===== src/rtl/time_rollover_detect_pkg.sv =====
// time_rollover_detect_pkg: shared constants and lock-state encoding (ALARM_EN selects the alarm option elsewhere)
package time_rollover_detect_pkg;
  localparam int DIGIT_W = 4;
  // Terminal values are held BCD-encoded so they compare directly against digit pairs
  localparam logic [7:0] SEC_MIN_MAX  = 8'h59;
  localparam logic [7:0] H24_MAX      = 8'h23;
  localparam logic [7:0] H12_MAX      = 8'h12;
  localparam logic [7:0] H12_MERIDIAN = 8'h11;
  typedef enum logic {IDLE, LOCK} lock_state_e;
endpackage


===== src/rtl/time_rollover_detect_if.sv =====
// time_rollover_detect_if: time word in, wrap/meridian/error flags out; ALARM_EN adds the alarm signals
interface time_rollover_detect_if #(parameter int NUM_DIGITS = 6);
  import time_rollover_detect_pkg::*;
  logic                          tick_i;
  logic                          mode_12h_i;
  logic [DIGIT_W*NUM_DIGITS-1:0] bcd_i;
  logic                          wrap_o;
  logic                          term_o;
  logic                          pm_o;
  logic                          bcd_err_o;
`ifdef ALARM_EN
  logic                          alarm_set_i;
  logic [DIGIT_W*NUM_DIGITS-1:0] alarm_bcd_i;
  logic                          alarm_pm_i;
  logic                          alarm_on_i;
  logic                          alarm_o;
  modport master (output tick_i, mode_12h_i, bcd_i, alarm_set_i, alarm_bcd_i, alarm_pm_i, alarm_on_i,
                  input wrap_o, term_o, pm_o, bcd_err_o, alarm_o);
  modport slave (input tick_i, mode_12h_i, bcd_i, alarm_set_i, alarm_bcd_i, alarm_pm_i, alarm_on_i,
                 output wrap_o, term_o, pm_o, bcd_err_o, alarm_o);
`else
  modport master (output tick_i, mode_12h_i, bcd_i, input wrap_o, term_o, pm_o, bcd_err_o);
  modport slave (input tick_i, mode_12h_i, bcd_i, output wrap_o, term_o, pm_o, bcd_err_o);
`endif
endinterface


===== src/rtl/time_rollover_detect_event_lock.sv =====
// time_rollover_detect_event_lock: fires once on a ticked match, then locks until the match drops
module time_rollover_detect_event_lock
  import time_rollover_detect_pkg::*;
(
  input  logic clk,
  input  logic rst_n,
  input  logic match_i,
  input  logic tick_i,
  output logic fire_o
);
  lock_state_e state_q;
  assign fire_o = (state_q == IDLE) & tick_i & match_i;
  // Enter LOCK on the firing cycle; leave only once the watched value no longer matches
  always_ff @(posedge clk or negedge rst_n)
    if (!rst_n) state_q <= IDLE;
    else        state_q <= fire_o ? LOCK : (match_i ? state_q : IDLE);
endmodule


===== src/rtl/time_rollover_detect.sv =====
// time_rollover_detect: two-stage BCD terminal-count detector with one-shot WRAP and PM tracking (ALARM_EN adds alarm)
module time_rollover_detect
  import time_rollover_detect_pkg::*;
#(
  parameter int NUM_DIGITS = 6
) (
  input logic                   clk,
  input logic                   rst_n,
  time_rollover_detect_if.slave tr
);
  localparam int W = DIGIT_W*NUM_DIGITS;
  logic [W-1:0] bcd_q;
  logic         tick_q, mode_q;
  logic [7:0]   top;
  logic         low_ok, err, term_hit, mer_hit, wrap_fire, mer_fire;
  logic         wrap_q, term_q, pm_q, err_q;
  assign top = bcd_q[W-1 -: 8];
  // Lower pairs must read 59, every digit must be decimal and each tens digit in range
  always_comb begin
    low_ok = 1'b1;
    err = top[7:4] > (mode_q ? 4'd1 : 4'd2);
    for (int p = 0; p < NUM_DIGITS/2-1; p++) begin
      low_ok &= bcd_q[8*p +: 8] == SEC_MIN_MAX;
      err |= bcd_q[8*p+4 +: 4] > 4'd5;
    end
    for (int k = 0; k < NUM_DIGITS; k++) err |= bcd_q[4*k +: 4] > 4'd9;
    term_hit = ~err & low_ok & (top == (mode_q ? H12_MAX : H24_MAX));
    mer_hit = ~err & mode_q & low_ok & (top == H12_MERIDIAN);
  end
  time_rollover_detect_event_lock u_wrap (.clk(clk), .rst_n(rst_n), .match_i(term_hit), .tick_i(tick_q), .fire_o(wrap_fire));
  time_rollover_detect_event_lock u_mer (.clk(clk), .rst_n(rst_n), .match_i(mer_hit), .tick_i(tick_q), .fire_o(mer_fire));
`ifdef ALARM_EN
  logic [W-1:0] alm_bcd_q;
  logic         alm_pm_q, on_q, alm_hit, alm_fire, alarm_q;
  assign alm_hit = on_q & ~err & (bcd_q == alm_bcd_q) & (~mode_q | (pm_q == alm_pm_q));
  time_rollover_detect_event_lock u_alm (.clk(clk), .rst_n(rst_n), .match_i(alm_hit), .tick_i(tick_q), .fire_o(alm_fire));
  // Alarm setting loads directly; a match in the load cycle still sees the previous setting
  always_ff @(posedge clk or negedge rst_n)
    if (!rst_n) begin
      alm_bcd_q <= '0;
      alm_pm_q <= 1'b0;
      on_q <= 1'b0;
      alarm_q <= 1'b0;
    end else begin
      if (tr.alarm_set_i) begin
        alm_bcd_q <= tr.alarm_bcd_i;
        alm_pm_q <= tr.alarm_pm_i;
      end
      on_q <= tr.alarm_on_i;
      alarm_q <= alm_fire;
    end
  assign tr.alarm_o = alarm_q;
`endif
  // Stage 1 samples the time word alongside its tick and mode
  always_ff @(posedge clk or negedge rst_n)
    if (!rst_n) begin
      bcd_q <= '0;
      tick_q <= 1'b0;
      mode_q <= 1'b0;
    end else begin
      bcd_q <= tr.bcd_i;
      tick_q <= tr.tick_i;
      mode_q <= tr.mode_12h_i;
    end
  // Stage 2 registers the flags; PM toggles at 11:59[:59] and is held clear in 24 h mode
  always_ff @(posedge clk or negedge rst_n)
    if (!rst_n) begin
      wrap_q <= 1'b0;
      term_q <= 1'b0;
      pm_q <= 1'b0;
      err_q <= 1'b0;
    end else begin
      wrap_q <= wrap_fire;
      term_q <= term_hit;
      pm_q <= mode_q & (pm_q ^ mer_fire);
      err_q <= err;
    end
  assign tr.wrap_o = wrap_q;
  assign tr.term_o = term_q;
  assign tr.pm_o = pm_q;
  assign tr.bcd_err_o = err_q;
endmodule


===== src/flat_wrapper.sv =====
// flat-port wrapper written by rule: the top's interface ports become plain ports
module time_rollover_detect_flat import time_rollover_detect_pkg::*;
#(
  parameter int NUM_DIGITS = 6
)
  (clk, rst_n, tr_tick_i, tr_mode_12h_i, tr_bcd_i, tr_wrap_o, tr_term_o, tr_pm_o, tr_bcd_err_o);
  time_rollover_detect_if #(.NUM_DIGITS(NUM_DIGITS)) tr_i ();
  input logic clk;
  input logic rst_n;
  input wire logic [$bits(tr_i.tick_i)-1:0] tr_tick_i;
  input wire logic [$bits(tr_i.mode_12h_i)-1:0] tr_mode_12h_i;
  input wire logic [$bits(tr_i.bcd_i)-1:0] tr_bcd_i;
  output wire logic [$bits(tr_i.wrap_o)-1:0] tr_wrap_o;
  output wire logic [$bits(tr_i.term_o)-1:0] tr_term_o;
  output wire logic [$bits(tr_i.pm_o)-1:0] tr_pm_o;
  output wire logic [$bits(tr_i.bcd_err_o)-1:0] tr_bcd_err_o;
  assign tr_i.tick_i = tr_tick_i;
  assign tr_i.mode_12h_i = tr_mode_12h_i;
  assign tr_i.bcd_i = tr_bcd_i;
  assign tr_wrap_o = tr_i.wrap_o;
  assign tr_term_o = tr_i.term_o;
  assign tr_pm_o = tr_i.pm_o;
  assign tr_bcd_err_o = tr_i.bcd_err_o;
  time_rollover_detect #(.NUM_DIGITS(NUM_DIGITS)) u_core (.clk(clk), .rst_n(rst_n), .tr(tr_i));
endmodule

===== config.mk =====
export PLATFORM = sky130hd
export DESIGN_NAME = time_rollover_detect_flat
export DESIGN_NICKNAME = d
export VERILOG_FILES = /design/src/rtl/time_rollover_detect_pkg.sv /design/src/rtl/time_rollover_detect_if.sv /design/src/rtl/time_rollover_detect_event_lock.sv /design/src/rtl/time_rollover_detect.sv /design/src/flat_wrapper.sv
export SDC_FILE = /design/constraint.sdc
export NUM_CORES = 1
export LEC_CHECK = 0
export ABC_CLOCK_PERIOD_IN_PS = 3400
export CAP_MARGIN = 0
export CELL_PAD_IN_SITES_DETAIL_PLACEMENT = 1
export CELL_PAD_IN_SITES_GLOBAL_PLACEMENT = 2
export CORE_MARGIN = 4
export CORE_UTILIZATION = 29
export CTS_CLUSTER_DIAMETER = 200
export DETAILED_ROUTE_END_ITERATION = 12
export GPL_ROUTABILITY_DRIVEN = 0
export PLACE_DENSITY_LB_ADDON = 0.1
export RECOVER_POWER = 100
export SYNTH_ARGS = -nofsm -noshare
export SYNTH_HDL_FRONTEND = slang
export SYNTH_SLANG_ARGS = --single-unit

===== constraint.sdc =====
create_clock -name clk -period 3.4 [get_ports clk]
set_clock_uncertainty 0.2 [all_clocks]
set_input_delay 0.34 -clock clk [delete_from_list [all_inputs] [get_ports clk]]
set_output_delay 0.34 -clock clk [all_outputs]
set_load 0.05 [all_outputs]

# Word level (Yosys, flattened, before mapping)
# Cells that the tools add are included.
classes:
  magnitude_cmp: 9
  n_eq_ne: 6
  mux: 6
  n_bitwise: 23
op_table:
  columns: ["cell", "count"]
  rows:
  - ["> comparator 4 bit (second input constant)", 6]
  - ["== test 8 x 7 -> 1 bit (second input constant)", 2]
  - ["AND 1 bit", 11]
  - ["== test 8 x 5 -> 1 bit (second input constant)", 1]
  - ["== test 8 bit", 1]
  - ["> comparator 4 x 3 -> 1 bit (second input constant)", 2]
  - ["OR 1 bit", 8]
  - ["2-to-1 mux 6 bit", 1]
  - ["> comparator 4 bit", 1]
  - ["2-to-1 mux 1 bit", 4]
  - ["!= test 2 bit (second input constant)", 2]
  - ["inverter 1 bit", 3]
  - ["2-to-1 mux 2 bit", 1]
  - ["bitwise XOR 1 bit", 1]
totals:
  register_bits: 32
  out_inout_bits: 4
  word_cells: 53

# Depth between registers and ports, before layout
# Gate-level depths: netlist of the first run.
logic_depth:
  depth_word: 17
  depth_mapped: 7

# By module
# From an unflattened synthesis of the first run, not the netlist that was laid out.
hier_totals:
  cells_unflattened: 63
  area_unflattened_um2: 1029.7
by_module_without_submodules:
  columns: ["mod", "instances", "cells_each", "area_per_inst_um2", "seq_area_each_um2"]
  rows:
  - ["time_rollover_detect", 1, 57, 947.2, 750.7]
  - ["time_rollover_detect_event_lock", 2, 3, 41.3, 25.0]

# Worst setup path after synthesis of the first run
# OpenSTA, ideal clock, no wires.
synth_timing:
  kind: "reg-to-reg"
  startpoint: "reg u_core.bcd_q[7]"
  endpoint: "reg u_core.wrap_q (netlist: u_core.tr.wrap_o)"
  setup_ns: 0.080
  arrival_time_ns: 1.952
  slack_ns: 1.168
  path_stages_with_launch: 6
  path_buffers: 0
  synth_period_minus_slack_ns: 2.232
  cell_sequence: "dfrtp_1 -> or4_4 -> and3b_2 -> nand4_4 -> or4_4 -> nor3b_2"
synth_via:
  elab_chain_cells: 13
synth_lines:
  columns: ["item", "line_no", "text"]
  rows:
  - ["start, declared", "time_rollover_detect.sv:12", "logic [W-1:0] bcd_q;"]
  - ["start signal, assigned", "time_rollover_detect.sv:61", "bcd_q <= tr.bcd_i;"]
  - ["> comparator 4 x 3 -> 1 bit", "time_rollover_detect.sv:24", "err |= bcd_q[8*p+4 +: 4] > 4'd5;"]
  - ["OR 1 bit (2 in series)", "time_rollover_detect.sv:24", null]
  - ["OR 1 bit", "time_rollover_detect.sv:26", "for (int k = 0; k < NUM_DIGITS; k++) err |= bcd_q[4*k +: 4] > 4'd9;"]
  - ["OR 1 bit * (5 in series)", "time_rollover_detect.sv:26", null]
  - ["named net u_core.err", "time_rollover_detect.sv:15", "logic low_ok, err, term_hit, mer_hit, wrap_fire, mer_fire;"]
  - ["inverter 1 bit *", "time_rollover_detect.sv:27", "term_hit = ~err & low_ok & (top == (mode_q ? H12_MAX : H24_MAX));"]
  - ["AND 1 bit * (2 in series)", "time_rollover_detect.sv:27", null]
  - ["AND 1 bit *", "time_rollover_detect_event_lock.sv:12", "assign fire_o = (state_q == IDLE) & tick_i & match_i;"]
  - ["named net u_core.u_wrap.fire_o", "time_rollover_detect_event_lock.sv:9", "output logic fire_o"]
  - ["end signal, assigned", "time_rollover_detect.sv:73", "wrap_q <= wrap_fire;"]
  - ["end, declared", "time_rollover_detect.sv:16", "logic wrap_q, term_q, pm_q, err_q;"]
# The timed path passes the listed nets; every way through them passes the cells marked *.
# A chain may end at the register's enable or synchronous reset.

# Final worst setup path of the first run
layout_timing:
  startpoint: "reg u_core.mode_q"
  endpoint: "reg u_core.wrap_q (netlist: u_core.tr.wrap_o)"
layout_via:
  elab_chain_cells: 14
layout_lines:
  columns: ["item", "line_no", "text"]
  rows:
  - ["start, declared", "time_rollover_detect.sv:13", "logic tick_q, mode_q;"]
  - ["start signal, assigned", "time_rollover_detect.sv:63", "mode_q <= tr.mode_12h_i;"]
  - ["2-to-1 mux 2 bit", "time_rollover_detect.sv:21", "err = top[7:4] > (mode_q ? 4'd1 : 4'd2);"]
  - ["> comparator 4 bit", "time_rollover_detect.sv:21", null]
  - ["OR 1 bit (2 in series)", "time_rollover_detect.sv:24", null]
  - ["OR 1 bit (6 in series)", "time_rollover_detect.sv:26", null]
  - ["named net u_core.err", "time_rollover_detect.sv:15", null]
  - ["inverter 1 bit", "time_rollover_detect.sv:27", null]
  - ["AND 1 bit (2 in series)", "time_rollover_detect.sv:27", null]
  - ["AND 1 bit", "time_rollover_detect_event_lock.sv:12", null]
  - ["named net u_core.u_wrap.fire_o", "time_rollover_detect_event_lock.sv:9", null]
# The timed path passes the listed nets, and every way through them passes these cells.

==> results_dict.tcl, run 1 <==
set metrics [dict create \
    synth_cells 68 \
    min_from "u_core.u_wrap.state_q" \
    endpoint_kind "register" \
    wl_per_cell_um 13.0 \
    final_common_cell "dfrtp_1" \
    die_h_um 68.5 \
    hold_viol_final 0 \
    rsz0062_at_grt "false" \
    area_growth_pct 40.7 \
    p_leak_nw 0.633 \
    cts_sinks 32 \
    ff_latch_area_um2 801 \
    ys_types 25 \
    cts_setup_buffers 0 \
    grt_first_pass_wirelength_mm 3.42 \
    h-tree-depth 2 \
    ys_seq_elements 32 \
    initial_core_util 0.308 \
    clockBufferDepth 2 \
    worstPathArrival_ps 2380 \
    ys_warn_count 0 \
    r2r_start "u_core.mode_q" \
    start_kind "register" \
    cap_violations 1 \
    grt_overflow 0 \
    route.vias.total 665 \
    setup_viol 0 \
    clk_pin_slew_ps 60 \
    peakVddDrop_uv 230 \
    ctsResizeCount 0 \
    numCtsBuffers 5 \
    grt_max_degree 33 \
    dieArea_mm2 0.00469 \
    finalCritPeriodShare 0.703 \
    outcome "complete, but fails checks" \
    finalNonFillerCells 151 \
    crit_start "u_core.mode_q" \
    syn_area_mm2 0.00106 \
    syn_area_per_cell_um2 15.6 \
    ys_seq_area_frac 0.755 \
    drv_slew 33 \
    ctsHoldBuffers 0 \
    multi_input_area_um2 244 \
    max_slew.worst_pin.slew_ps 1660 \
    antenna_found_initial 0 \
    max_freq_mhz 418 \
    routed_wirelength_mm 1.96 \
    root_buffer "clkbuf_8" \
    crit_type "reg -> reg" \
    io_buffers 31 \
    fin_tns_setup_ps 0 \
    ant_nets 0 \
    core_area_mm2 0.00344 \
    layout-drive-gt1-share 0.0857 \
    insertion_delay_ps 270 \
    drc 0 \
    power.density_mw_per_mm2 466 \
    dr.pass1.iters 3 \
    syn_nets 98 \
    io_pins 32 \
    worstPathRequired_ps 3390 \
    fillers 369 \
    violations "max-capacitance violations, max-slew violations" \
    initialDrtViolationCount 23 \
    dpl.cell_count 146 \
    final_cell_mix "dfrtp_1 (32), dlygate4sd3_1 (31), o21ai_0 (6)" \
    row_count 21 \
    holdCritPathClass "reg -> reg" \
    die_width_um 68.5 \
    fin_nets 137 \
    cp_max_fo 5 \
    grt_pass1_vias 762 \
    track_usage 0.108 \
    vias_per_cell 4.40 \
    num_antenna_cells 0 \
    cts_tree "yes" \
    dp_hpwl_mm 1.60 \
    fin_crit_ps 2390 \
    relSlewSlack -0.108 \
]
[through the flow]
| stage | utilization | cell area, um2 | setup WS, ps | hold WS [ps] | power (W) |
|---|---|---|---|---|---|
| global route | 0.434 | 1490 | 760 | 250 | 0.000735 |
| global placement | 0.417 | 1440 | 1100 | 227 | 0.000466 |
| floorplan | - | 1060 | 1170 | -156 | 0.000422 |
| finish | 0.434 | 1490 | 1010 | 238 | 0.000696 |
| CTS | 0.437 | 1510 | 1040 | 245 | 0.000718 |
| detailed placement | 0.417 | 1440 | 1060 | 237 | 0.000467 |
[cell type report]
class                   count  area share
repair buffers             32       0.210
multi-input cells          34       0.163
well taps                  46      0.0386
flip-flops and latches     32       0.536
clock buffers               5      0.0461
inverters                   2     0.00503
[worst max-delay path, stage by stage, from the launching register on]
cell and delay [ps]:
dfrtp_1 420, ha_1 340, nor2b_1 130, o21ai_0 280, nand4_4 150, or4_1 590, nor3b_1 200
[per-layer routing]
metal | GRT usage | routed length, um | vias to the layer above
met3 | 0.0575 | 156 | 5
met5 | 0 | 0 | -
met1 | 0.119 | 791 | 324
li1 | - | - | 314
met4 | 0.0670 | 40 | 0
met2 | 0.163 | 976 | 22
[state kept, by name (all words and copies together) (netlist names)]
name / count
u_core.tick_q: 1
u_core.tr.bcd_err_o: 1
u_core.tr.pm_o: 1
u_core.u_wrap.state_q: 1
u_core.mode_q: 1
u_core.bcd_q: 24
u_core.tr.wrap_o: 1
u_core.tr.term_o: 1
u_core.u_mer.state_q: 1
[final timing paths]
| path | depth (start not counted) | end | slack, ps |
|---|---|---|---|
| max in group asynchronous | 2 | u_core.bcd_q[19] | 1210 |
| setup / recovery | 6 | u_core.tr.wrap_o | 1010 |
| min in group asynchronous | 2 | u_core.bcd_q[16] | 830 |
| hold reg to reg | 1 | u_core.tr.wrap_o | 240 |
| setup reg to reg | 6 | u_core.tr.wrap_o | 1010 |
| hold / removal | 1 | u_core.tr.wrap_o | 240 |
[synthesized netlist by cell type]
master    count  area, um2
dfrtp_1      32        801
o21ai_0       6       30.0
nor2_1        4       15.0
ha_1          2       25.0
inv_1         2       7.51
nand4_1       2       12.5
or4_4         2       22.5
a21boi_0      1       7.51
a22oi_1       1       7.51
and3b_2       1       10.0
and4_1        1       8.76
nand2_1       1       3.75
nand2b_1      1       6.26
nand3_1       1       5.00
nand3b_1      1       7.51
nand4_4       1       21.3
nand4b_1      1       8.76
nor2b_1       1       6.26
nor3_1        1       5.00
nor3b_1       1       7.51
nor3b_2       1       12.5
nor4_1        1       6.26
or3_2         1       7.51
or4_1         1       7.51
xnor2_1       1       8.76
[logic make-up after synthesis]
family,count (synthesis),synth area share
AO/OA/AOI/OAI,8,0.0425
XOR/XNOR,1,0.00826
adder cells (fa/ha/maj),2,0.0236
buffers and inverters,2,0.00708
flip-flops,32,0.755
AND/OR/NAND/NOR,23,0.164
[power by group]
part,internal (W),switching [W]
sequential,0.000397,0.00000785
combinational,0.0000282,0.0000185
clock,0.000131,0.000113
total,0.000556,0.000140
No activity file was read; power rests on OpenSTA's default activity.
==> run 2, diff against run 1 <==
--- a/config.mk
+++ b/config.mk
@@ -5,7 +5,7 @@
 export SDC_FILE = /design/constraint.sdc
 export NUM_CORES = 1
 export LEC_CHECK = 0
-export ABC_CLOCK_PERIOD_IN_PS = 3400
+export ABC_CLOCK_PERIOD_IN_PS = 2400
 export CAP_MARGIN = 0
 export CELL_PAD_IN_SITES_DETAIL_PLACEMENT = 1
 export CELL_PAD_IN_SITES_GLOBAL_PLACEMENT = 2
==> constraint.sdc (replaced) <==
create_clock -name clk -period 2.4 [get_ports clk]
set_clock_uncertainty 0.2 [all_clocks]
set_input_delay 0.24 -clock clk [delete_from_list [all_inputs] [get_ports clk]]
set_output_delay 0.24 -clock clk [all_outputs]
set_load 0.05 [all_outputs]
==> run 2 against run 1 <==
The run now ends clean. Core utilization is 1.1 points higher. Combinational power rose by 48%. Via count decreased by 2.0%. Critical endpoint unchanged. Final cell count is 2.6% higher. Critical path type unchanged. Sequential share of layout area shrank 1.3 points. First-iteration DRC count increased by 43%. Count of clock-buffer cells in the layout is 3 higher. Worst setup slack lost 920 ps. Register-to-register slack worse by 920 ps. Fmax increased by 3.4%.
==> results_dict.tcl, run 2 (synthesis gave the netlist of run 1 again) <==
set metrics [dict create \
    cap_violations 0 \
    start_kind "register" \
    fin_crit_ps 2310 \
    insertion_delay_ps 270 \
    dr.pass1.iters 4 \
    finalCritPeriodShare 0.964 \
    initial_core_util 0.308 \
    initialDrtViolationCount 33 \
    ant_nets 0 \
    final_common_cell "dfrtp_1" \
    layout-drive-gt1-share 0.119 \
    outcome "complete, no violations" \
    io_pins 32 \
    numCtsBuffers 5 \
    clockBufferDepth 2 \
    crit_type "reg -> reg" \
    die_width_um 68.5 \
    peakVddDrop_uv 323 \
    dieArea_mm2 0.00469 \
    root_buffer "clkbuf_8" \
    final_cell_mix "dfrtp_1 (32), dlygate4sd3_1 (31), clkbuf_8 (6)" \
    cp_max_fo 5 \
    vias_per_cell 4.21 \
    grt_first_pass_wirelength_mm 3.46 \
    worstPathArrival_ps 2310 \
    route.vias.total 652 \
    rsz0062_at_grt "false" \
    relSlewSlack 0.486 \
    drc 0 \
    power.density_mw_per_mm2 684 \
    cts_setup_buffers 0 \
    die_h_um 68.5 \
    antenna_found_initial 0 \
    dpl_cell_area_mm2 0.00144 \
    fin_nets 138 \
    worstPathRequired_ps 2400 \
    setup_viol 0 \
    max_slew.worst_pin.slew_ps 771 \
    row_count 21 \
    largest_reg_flops 24 \
    routed_wirelength_mm 1.98 \
    clk_pin_slew_ps 60 \
    cts_tree "yes" \
    route.met3.wl_um 135 \
    max_freq_mhz 432 \
    grt_overflow 0 \
    final_area_mm2 0.00153 \
    p_leak_nw 0.654 \
    holdCritPathClass "reg -> reg" \
    ctsHoldBuffers 0 \
    drt-met1-wl_um 822 \
    dp_hpwl_mm 1.58 \
    dr_wl_met2_mm 1.00 \
    fin_tns_setup_ps 0 \
    area_growth_pct 44.2 \
    hold_viol_final 0 \
    cts_sinks 32 \
    endpoint_kind "register" \
    grt_pass1_vias 744 \
    num_antenna_cells 0 \
    routed.top_layer "met4" \
    core_area_mm2 0.00344 \
    io_buffers 31 \
    fillers 362 \
    track_usage 0.108 \
    drv_slew 0 \
    top_register "u_core.bcd_q" \
    h-tree-depth 2 \
    grt_max_degree 33 \
    wl_per_cell_um 12.8 \
]
## run 2: changes by cell type in the layout (fill, tap and decap cells not counted)
cell / delta
and3b_1: +1
and3b_2: -1
buf_4: +1
clkbuf_1: +1
clkbuf_2: +1
clkbuf_8: +1
nor3b_1: -1
nor3b_2: +1
o21ai_0: -1
o21ai_1: +1
or4_1: -1
or4_4: +1
## run 2: cell type report
class,instances,area (um2),area share
clock buffer,8,90.1,0.0589
multi-input combinational,34,251,0.164
sequential,32,801,0.523
tap,46,57.6,0.0376
inverter,2,7.51,0.00491
timing repair buffer,33,323,0.211
## run 2: power breakdown
| group | switching [W] | total (W) | internal, W |
|---|---|---|---|
| Combinational | 0.0000276 | 0.0000690 | 0.0000414 |
| Clock | 0.000172 | 0.000406 | 0.000233 |
| Sequential | 0.0000106 | 0.000573 | 0.000562 |
| Total | 0.000211 | 0.00105 | 0.000837 |
## run 2: final timing paths
| path | start | to | slack (ps) | cells after the start |
|---|---|---|---|---|
| min in group asynchronous | rst_n | u_core.bcd_q[21] | 370 | 2 |
| max reg2reg | u_core.bcd_q[7] | u_core.tr.wrap_o | 90 | 5 |
| max | u_core.bcd_q[7] | u_core.tr.wrap_o | 90 | 5 |
| max in group asynchronous | rst_n | u_core.tr.bcd_err_o | 1140 | 2 |
| min reg2reg | u_core.u_wrap.state_q | u_core.tr.wrap_o | 240 | 1 |
| min | u_core.u_wrap.state_q | u_core.tr.wrap_o | 240 | 1 |
## run 2: critical path, cell delays in order, from the launching register on
cell and delay (ps):
dfrtp_1 360, or4_4 540, and3b_1 270, nand4_4 130, or4_4 580, nor3b_2 160
## run 2: routing by layer
| layer | vias to the layer above | track usage |
|---|---|---|
| met5 | - | 0 |
| met4 | 0 | 0.0670 |
| met3 | 2 | 0.0525 |
| met2 | 20 | 0.157 |
| met1 | 308 | 0.128 |
| li1 | 322 | - |
## run 2: repair_timing
action / in CTS / in global routing
hold endpoints to repair: 0 / 0
resized for setup: 0 / 1
endpoints found under the setup margin: 0 / 3
## run 2: through the flow
stage               setup WS, ps   util  hold WS, ps  power, W  instances
finish                      87.4  0.445          239   0.00105        155
global placement            79.7  0.419          227  0.000661        147
floorplan                    168      -         -256  0.000598         68
global route                22.8  0.445          270   0.00111        155
detailed placement          64.6  0.419          233  0.000664        147
CTS                         48.5  0.446          173   0.00107        155
